## config.mk

```make
export PLATFORM = sky130hd
export DESIGN_NAME = i2c_master_byte_ctrl
export DESIGN_NICKNAME = d
export VERILOG_FILES = /design/src/rtl/i2c_pkg.sv /design/src/rtl/i2c_hold_timer.sv /design/src/rtl/i2c_master_byte_ctrl.sv
export SDC_FILE = /design/constraint.sdc
export NUM_CORES = 1
export LEC_CHECK = 0
export BUFFER_PORTS_ARGS = -buffer_cell sky130_fd_sc_hd__buf_2
export CAP_MARGIN = 40
export CORE_ASPECT_RATIO = 1.5
export CORE_MARGIN = 8
export CORE_UTILIZATION = 53
export CTS_CLUSTER_DIAMETER = 150
export CTS_CLUSTER_SIZE = 30
export DETAILED_ROUTE_END_ITERATION = 6
export PLACE_DENSITY = 0.74
export RECOVER_POWER = 25
export SETUP_SLACK_MARGIN = 0.3
export SLEW_MARGIN = 20
export SYNTH_ARGS = -nofsm -noshare
export SYNTH_HDL_FRONTEND = slang
export SYNTH_SLANG_ARGS = --single-unit
export TNS_END_PERCENT = 5
```

## constraint.sdc

```tcl
create_clock -name clk -period 2 [get_ports clk]
set_input_delay 0.5 -clock clk [delete_from_list [all_inputs] [get_ports clk]]
set_output_delay 0.5 -clock clk [all_outputs]
set_load 0.05 [all_outputs]
```

## src/rtl/i2c_pkg.sv

```systemverilog
// rtl/i2c_pkg.sv - shared op codes, sequencer states and SCL timing helper
package i2c_pkg;

   typedef enum logic [1:0] {
      OP_WRITE = 2'd0,
      OP_READ  = 2'd1,
      OP_STOP  = 2'd2,
      OP_RSVD  = 2'd3
   } op_e;

   typedef enum logic [2:0] {
      ST_IDLE,
      ST_START_HOLD,
      ST_DATA,
      ST_STOP_LOW,
      ST_STOP_HOLD
   } state_e;

   // Clock cycles per SCL half period; the bus interface uses the same value.
   function automatic int half_cycles(input int clk_hz, input int i2c_hz);
      return (clk_hz / i2c_hz) / 2;
   endfunction

endpackage

```

## src/rtl/i2c_hold_timer.sv

```systemverilog
// rtl/i2c_hold_timer.sv - HALF-cycle hold timer for START/STOP phases
// Ports:
//   clk_i, rst_i : clock, synchronous active-high reset
//   load_i       : (re)start a hold of HALF cycles
//   done_o       : high in the last cycle of the hold; the owner leaves its state on that edge
module i2c_hold_timer #(
   parameter int HALF = 5
) (
   input  logic clk_i,
   input  logic rst_i,
   input  logic load_i,
   output logic done_o
);

   localparam int W = $clog2(HALF + 1);

   logic [W-1:0] cnt_q;

   // Counts down and parks at zero, so a stale timer never re-fires.
   always_ff @(posedge clk_i) begin
      if (rst_i) begin
         cnt_q <= '0;
      end else if (load_i) begin
         cnt_q <= W'(HALF);
      end else if (cnt_q != '0) begin
         cnt_q <= cnt_q - 1'b1;
      end
   end

   assign done_o = (cnt_q == W'(1));

endmodule

```

## src/rtl/i2c_master_byte_ctrl.sv

```systemverilog
// rtl/i2c_master_byte_ctrl.sv - byte-level I2C master sequencer (START, 8 bits + ACK, STOP)
// Ports:
//   clk, rst                            : clock, synchronous active-high reset
//   cmd_valid/cmd_ready/cmd_op/cmd_data/cmd_nack : command handshake (WRITE, READ, STOP)
//   rsp_valid/rsp_data/rsp_ack          : per-byte result pulse
//   busy, underrun                      : status
//   i2c_clk_en/sda_out_en/sda_data_out  : controls to the bus interface
//   scl_i/sda_i/scl_pulse               : synchronised lines and SCL falling strobe
module i2c_master_byte_ctrl
   import i2c_pkg::*;
#(
   parameter int CLK_FREQ_HZ = 500_000_000,
   parameter int I2C_FREQ_HZ = 100_000
) (
   input  logic       clk,
   input  logic       rst,
   input  logic       cmd_valid,
   output logic       cmd_ready,
   input  logic [1:0] cmd_op,
   input  logic [7:0] cmd_data,
   input  logic       cmd_nack,
   output logic       rsp_valid,
   output logic [7:0] rsp_data,
   output logic       rsp_ack,
   output logic       busy,
   output logic       underrun,
   output logic       i2c_clk_en,
   output logic       sda_out_en,
   output logic       sda_data_out,
   input  logic       scl_i,
   input  logic       sda_i,
   input  logic       scl_pulse
);

   localparam int HALF = half_cycles(CLK_FREQ_HZ, I2C_FREQ_HZ);

   state_e     state_q, state_d;
   logic [3:0] bit_cnt_q, bit_cnt_d;
   op_e        op_q, op_d;
   logic [7:0] data_q, data_d;
   logic       nack_q, nack_d;
   logic       pend_q, pend_d;
   op_e        pend_op_q, pend_op_d;
   logic [7:0] pend_data_q, pend_data_d;
   logic       pend_nack_q, pend_nack_d;
   logic [7:0] shreg_q, shreg_d;
   logic [7:0] rsp_data_q, rsp_data_d;
   logic       rsp_valid_q, rsp_valid_d;
   logic       rsp_ack_q, rsp_ack_d;
   logic       underrun_q, underrun_d;
   logic       clk_en_q, clk_en_d;
   logic       sda_oe_q, sda_oe_d;
   logic       sda_do_q, sda_do_d;
   logic       scl_q;
   logic       timer_load, timer_done;
   logic       scl_rise, cmd_fire, go;
   op_e        cmd_op_e, src_op;
   logic [7:0] src_data;
   logic       src_nack;

   i2c_hold_timer #(.HALF(HALF)) u_hold (
      .clk_i  (clk),
      .rst_i  (rst),
      .load_i (timer_load),
      .done_o (timer_done)
   );

   assign scl_rise  = scl_i & ~scl_q;
   assign cmd_ready = ((state_q == ST_IDLE) || (state_q == ST_DATA)) && !pend_q;
   assign cmd_fire  = cmd_valid && cmd_ready;
   assign cmd_op_e  = op_e'(cmd_op);

   // A command left in the slot when the bus went idle (filled on the same
   // edge an underrun fired) is launched before any new command.
   assign go       = pend_q || cmd_fire;
   assign src_op   = pend_q ? pend_op_q   : cmd_op_e;
   assign src_data = pend_q ? pend_data_q : cmd_data;
   assign src_nack = pend_q ? pend_nack_q : cmd_nack;

   always_comb begin
      state_d     = state_q;
      bit_cnt_d   = bit_cnt_q;
      op_d        = op_q;
      data_d      = data_q;
      nack_d      = nack_q;
      pend_d      = pend_q;
      pend_op_d   = pend_op_q;
      pend_data_d = pend_data_q;
      pend_nack_d = pend_nack_q;
      shreg_d     = shreg_q;
      rsp_data_d  = rsp_data_q;
      rsp_ack_d   = rsp_ack_q;
      rsp_valid_d = 1'b0;
      underrun_d  = 1'b0;
      clk_en_d    = clk_en_q;
      sda_oe_d    = sda_oe_q;
      sda_do_d    = sda_do_q;
      timer_load  = 1'b0;

      // Slot fill happens before consumption below, so consumption sees the old slot.
      if (state_q == ST_DATA && cmd_fire && cmd_op_e != OP_RSVD) begin
         pend_d      = 1'b1;
         pend_op_d   = cmd_op_e;
         pend_data_d = cmd_data;
         pend_nack_d = cmd_nack;
      end

      case (state_q)
         ST_IDLE: begin
            if (go) begin
               pend_d = 1'b0;
               if (src_op == OP_WRITE || src_op == OP_READ) begin
                  op_d       = src_op;
                  data_d     = src_data;
                  nack_d     = src_nack;
                  sda_oe_d   = 1'b1;
                  sda_do_d   = 1'b0;
                  timer_load = 1'b1;
                  state_d    = ST_START_HOLD;
               end
            end
         end

         ST_START_HOLD: begin
            if (timer_done) begin
               clk_en_d  = 1'b1;
               bit_cnt_d = 4'd0;
               state_d   = ST_DATA;
            end
         end

         ST_DATA: begin
            // bit_cnt has already advanced past the slot whose rising edge this is.
            if (scl_rise) begin
               if (bit_cnt_q >= 4'd1 && bit_cnt_q <= 4'd8) begin
                  shreg_d = {shreg_q[6:0], sda_i};
               end else if (bit_cnt_q == 4'd9) begin
                  rsp_ack_d = sda_i;
               end
            end
            if (scl_pulse) begin
               if (bit_cnt_q < 4'd8) begin
                  sda_do_d  = (op_q == OP_WRITE) ? data_q[3'd7 - bit_cnt_q[2:0]] : 1'b1;
                  bit_cnt_d = bit_cnt_q + 4'd1;
               end else if (bit_cnt_q == 4'd8) begin
                  sda_do_d  = (op_q == OP_WRITE) ? 1'b1 : nack_q;
                  bit_cnt_d = 4'd9;
               end else begin
                  rsp_valid_d = 1'b1;
                  rsp_data_d  = shreg_q;
                  if (pend_q && (pend_op_q == OP_WRITE || pend_op_q == OP_READ)) begin
                     op_d      = pend_op_q;
                     data_d    = pend_data_q;
                     nack_d    = pend_nack_q;
                     pend_d    = 1'b0;
                     sda_do_d  = (pend_op_q == OP_WRITE) ? pend_data_q[7] : 1'b1;
                     bit_cnt_d = 4'd1;
                  end else begin
                     if (pend_q) begin
                        pend_d = 1'b0;
                     end else begin
                        underrun_d = 1'b1;
                     end
                     sda_do_d   = 1'b0;
                     timer_load = 1'b1;
                     state_d    = ST_STOP_LOW;
                  end
               end
            end
         end

         ST_STOP_LOW: begin
            if (timer_done) begin
               clk_en_d   = 1'b0;
               timer_load = 1'b1;
               state_d    = ST_STOP_HOLD;
            end
         end

         ST_STOP_HOLD: begin
            if (timer_done) begin
               sda_oe_d = 1'b0;
               sda_do_d = 1'b1;
               state_d  = ST_IDLE;
            end
         end

         default: state_d = ST_IDLE;
      endcase
   end

   always_ff @(posedge clk) begin
      if (rst) begin
         state_q     <= ST_IDLE;
         bit_cnt_q   <= 4'd0;
         op_q        <= OP_WRITE;
         data_q      <= 8'd0;
         nack_q      <= 1'b0;
         pend_q      <= 1'b0;
         pend_op_q   <= OP_WRITE;
         pend_data_q <= 8'd0;
         pend_nack_q <= 1'b0;
         shreg_q     <= 8'd0;
         rsp_data_q  <= 8'd0;
         rsp_valid_q <= 1'b0;
         rsp_ack_q   <= 1'b1;
         underrun_q  <= 1'b0;
         clk_en_q    <= 1'b0;
         sda_oe_q    <= 1'b0;
         sda_do_q    <= 1'b1;
         scl_q       <= 1'b1;
      end else begin
         state_q     <= state_d;
         bit_cnt_q   <= bit_cnt_d;
         op_q        <= op_d;
         data_q      <= data_d;
         nack_q      <= nack_d;
         pend_q      <= pend_d;
         pend_op_q   <= pend_op_d;
         pend_data_q <= pend_data_d;
         pend_nack_q <= pend_nack_d;
         shreg_q     <= shreg_d;
         rsp_data_q  <= rsp_data_d;
         rsp_valid_q <= rsp_valid_d;
         rsp_ack_q   <= rsp_ack_d;
         underrun_q  <= underrun_d;
         clk_en_q    <= clk_en_d;
         sda_oe_q    <= sda_oe_d;
         sda_do_q    <= sda_do_d;
         scl_q       <= scl_i;
      end
   end

   assign rsp_valid    = rsp_valid_q;
   assign rsp_data     = rsp_data_q;
   assign rsp_ack      = rsp_ack_q;
   assign underrun     = underrun_q;
   assign busy         = (state_q != ST_IDLE);
   assign i2c_clk_en   = clk_en_q;
   assign sda_out_en   = sda_oe_q;
   assign sda_data_out = sda_do_q;

endmodule
```

==> impl_metrics.json <==
{
  "min_from": "scl_i",
  "worstHoldPathType": "in -> reg",
  "grt_overflow": 0,
  "coreArea_mm2": 0.00583,
  "ir_drop_v": 0.000643,
  "power.density_mw_per_mm2": 1060,
  "maxSlewHeadroom": 0.242,
  "cts_buffer_depth": 2,
  "dieArea_mm2": 0.00880,
  "antenna_found_initial": 0,
  "finalMaxSlewViolations": 0,
  "async_reset_ff_frac": 0,
  "synth_enable_flop_cells": 0,
  "grt_pass1_vias": 2654,
  "cts.sinks": 65,
  "tns_ns": 0,
  "r2r_cells": 7,
  "power_leakage_uw": 0.00154,
  "required_ns": 1.50,
  "grt_max_degree": 61,
  "cts_inserted_buffers": 9,
  "root_buffer": "clkbuf_8",
  "via_per_inst": 5.84,
  "slowest_delay_ns": 0.40,
  "grt_usage": 0.177,
  "ios": 33,
  "rows": 34,
  "worstHoldPathCells": 2,
  "mostFrequentLayoutCell": "dfxtp_1",
  "drive_gt1_frac": 0.210,
  "synth_seq_area_share": 0.408,
  "crit_arrival_ns": 1.37,
  "syn_inst": 367,
  "yosysWarningCount": 0,
  "rrSetupSlack_ns": 0.15,
  "port_buffers": 32,
  "design_area_mm2": 0.00385,
  "die_w_um": 79.3,
  "hpwl_mm": 5.32,
  "drt_wl_total_mm": 7.76,
  "rsz0062_at_grt": "true",
  "worstReg2RegEnd": "u_hold.cnt_q[1]",
  "place_area_mm2": 0.00351,
  "areaGrowthSynthToFinish_pct": 20.8,
  "finalClockSkew_ns": 0.0107,
  "start_util": 0.547,
  "nNetsFinal": 437,
  "dp_slack_ns": -0.0132,
  "crit_chain": "buf_6 -> or3_4 -> buf_8",
  "crit_type": "reg -> out",
  "cts.htree.levels": 3,
  "synthFlopType": "dfxtp_1",
  "hold_violations": 0,
  "critical_path.max_fanout": 4,
  "grt_pass1_wl_mm": 12.5,
  "syn_nets": 389,
  "crit_path_top_delay_cell": "or3_4",
  "yosysUniqueCellTypes": 55,
  "cts_tree": "built",
  "worst_pin_slew_ns": 1.14,
  "final-setup-viol-count": 0,
  "ant_nets": 0,
  "whs_endpoint": "scl_q",
  "synth-seq-cells": 65,
  "firstDrtPassIters": 4,
  "final_cell_mix": "58 x dfxtp_1, 32 x nor2_1, 30 x a21oi_1, 30 x nand2_1, 24 x mux2i_1",
  "cp-start-kind": "register",
  "total_power_uw": 4100,
  "hold_slack_ns": 0.359,
  "vias": 2871,
  "postCtsHoldBufs": 0,
  "clk_latency_ns": 0.35,
  "die_h_um": 111,
  "clk_pin_slew_ns": 0.08,
  "drc_errors": 0,
  "fin_crit_ns": 1.87,
  "fmax_ghz": 0.534,
  "n_antenna_cell": 0,
  "finalWorstSetupSlack_ns": 0.128,
  "rr_startpoint": "u_hold.cnt_q[1]",
  "cap_violations": 0,
  "period_share": 0.936,
  "endpoint_kind": "output pin",
  "gp_congestion": 0.867,
  "syn_area_mm2": 0.00319,
  "wl_per_cell_um": 15.8,
  "avgSynthCellArea_um2": 8.69,
  "status": "finished, final reports clean",
  "drtIter0Drc": 143
}
## routing by layer
layer / vias to the layer above / part of all wire / global-route usage
li1: 1410 / - / -
met4: 0 / 0.018 / 0.0683
met2: 71 / 0.54 / 0.313
met1: 1377 / 0.40 / 0.191
met5: - / 0 / 0
met3: 13 / 0.042 / 0.0495
## worst max path at each step
stage | startpoint | end | slack (ns)
2_1_floorplan | cmd_op[1] | data_q[1] | 0.18
3_3_place_gp | cmd_op[1] | data_q[1] | 0.03
3_5_place_dp | cmd_op[1] | data_q[4] | -0.01
4_1_cts | state_q[2] | busy | 0.13
5_1_grt | u_hold.cnt_q[1] | bit_cnt_q[0] | 0.05
6_report | state_q[2] | busy | 0.13
## cell usage after synthesis (2+ instances only)
cell,count,area [um2]
a2111oi_0,2,17.5
a211o_1,2,17.5
a21o_1,5,37.5
a21oi_1,32,160
a31oi_1,7,43.8
clkbuf_1,19,71.3
dfxtp_1,65,1300
ha_1,5,62.6
inv_1,7,26.3
inv_2,2,7.51
mux2_1,11,124
mux2i_1,24,240
mux4_2,2,45.0
nand2_1,30,113
nand2b_1,5,31.3
nand3_1,15,75.1
nand3b_1,2,15.0
nand4_1,6,37.5
nand4b_1,3,26.3
nor2_1,33,124
nor2b_1,15,93.8
nor3_1,14,70.1
nor3_2,2,20.0
nor4_1,2,12.5
nor4b_1,3,26.3
o211ai_1,3,22.5
o21ai_0,10,50.1
o21ai_1,5,25.0
o31a_1,2,17.5
or2_1,3,18.8
or3_1,5,31.3
or3b_1,2,17.5
xnor2_1,2,17.5
## what timing repair did
action / in CTS / in global routing
gates resized for setup: 14 / 13
setup buffers: 4 / 4
pin swaps: 3 / 5
gates cloned: 0 / 0
endpoints found under the setup margin: 51 / 64
## where the power goes
| group | total [uW] | switching (uW) | internal, uW |
|---|---|---|---|
| Clock | 1260 | 550 | 712 |
| Sequential | 1570 | 144 | 1430 |
| Combinational | 1260 | 695 | 567 |
| Total | 4100 | 1390 | 2710 |
## area by class of cell
class                      count  area [um2]
fill                         504        1980
multi-input combinational    270        1810
sequential                    65        1310
timing repair buffer          59         377
clock buffer                   9         124
clock inverter                 7         101
tap                           72        90.1
inverter                      10        37.5
## registers in the layout, summed over array words and instances, names as in the netlist, 2 cells and up
name / cells
op_q: 2
u_hold.cnt_q: 12
state_q: 3
pend_op_q: 2
bit_cnt_q: 4
rsp_data: 8
data_q: 8
pend_data_q: 8
shreg_q: 8
## per-stage QoR
step,utilization,cells
3_5_place_dp,0.602,468
6_report,0.661,492
2_1_floorplan,-,367
4_1_cts,0.655,488
3_3_place_gp,0.602,468
5_1_grt,0.661,492
## worst max-delay path: cells and delay by family, from the launching register on
kind / cells / cell delay (ns)
buf+inv: 2 / 0.28
flops: 1 / 0.33
simple gates: 1 / 0.40
## kinds of logic (layout without fill, tap and decap cells)
| family | Yosys count | in the layout | share of synthesized area |
|---|---|---|---|
| AO/OA/AOI/OAI | 78 | 78 | 0.150 |
| XOR/XNOR | 3 | 3 | 0.00824 |
| adder cells (fa/ha/maj) | 5 | 5 | 0.0196 |
| buffers and inverters | 32 | 85 | 0.0404 |
| flip-flops | 65 | 65 | 0.408 |
| multiplexers | 38 | 38 | 0.132 |
| AND/OR/NAND/NOR | 146 | 146 | 0.241 |
(Power assumes the default switching activity.)
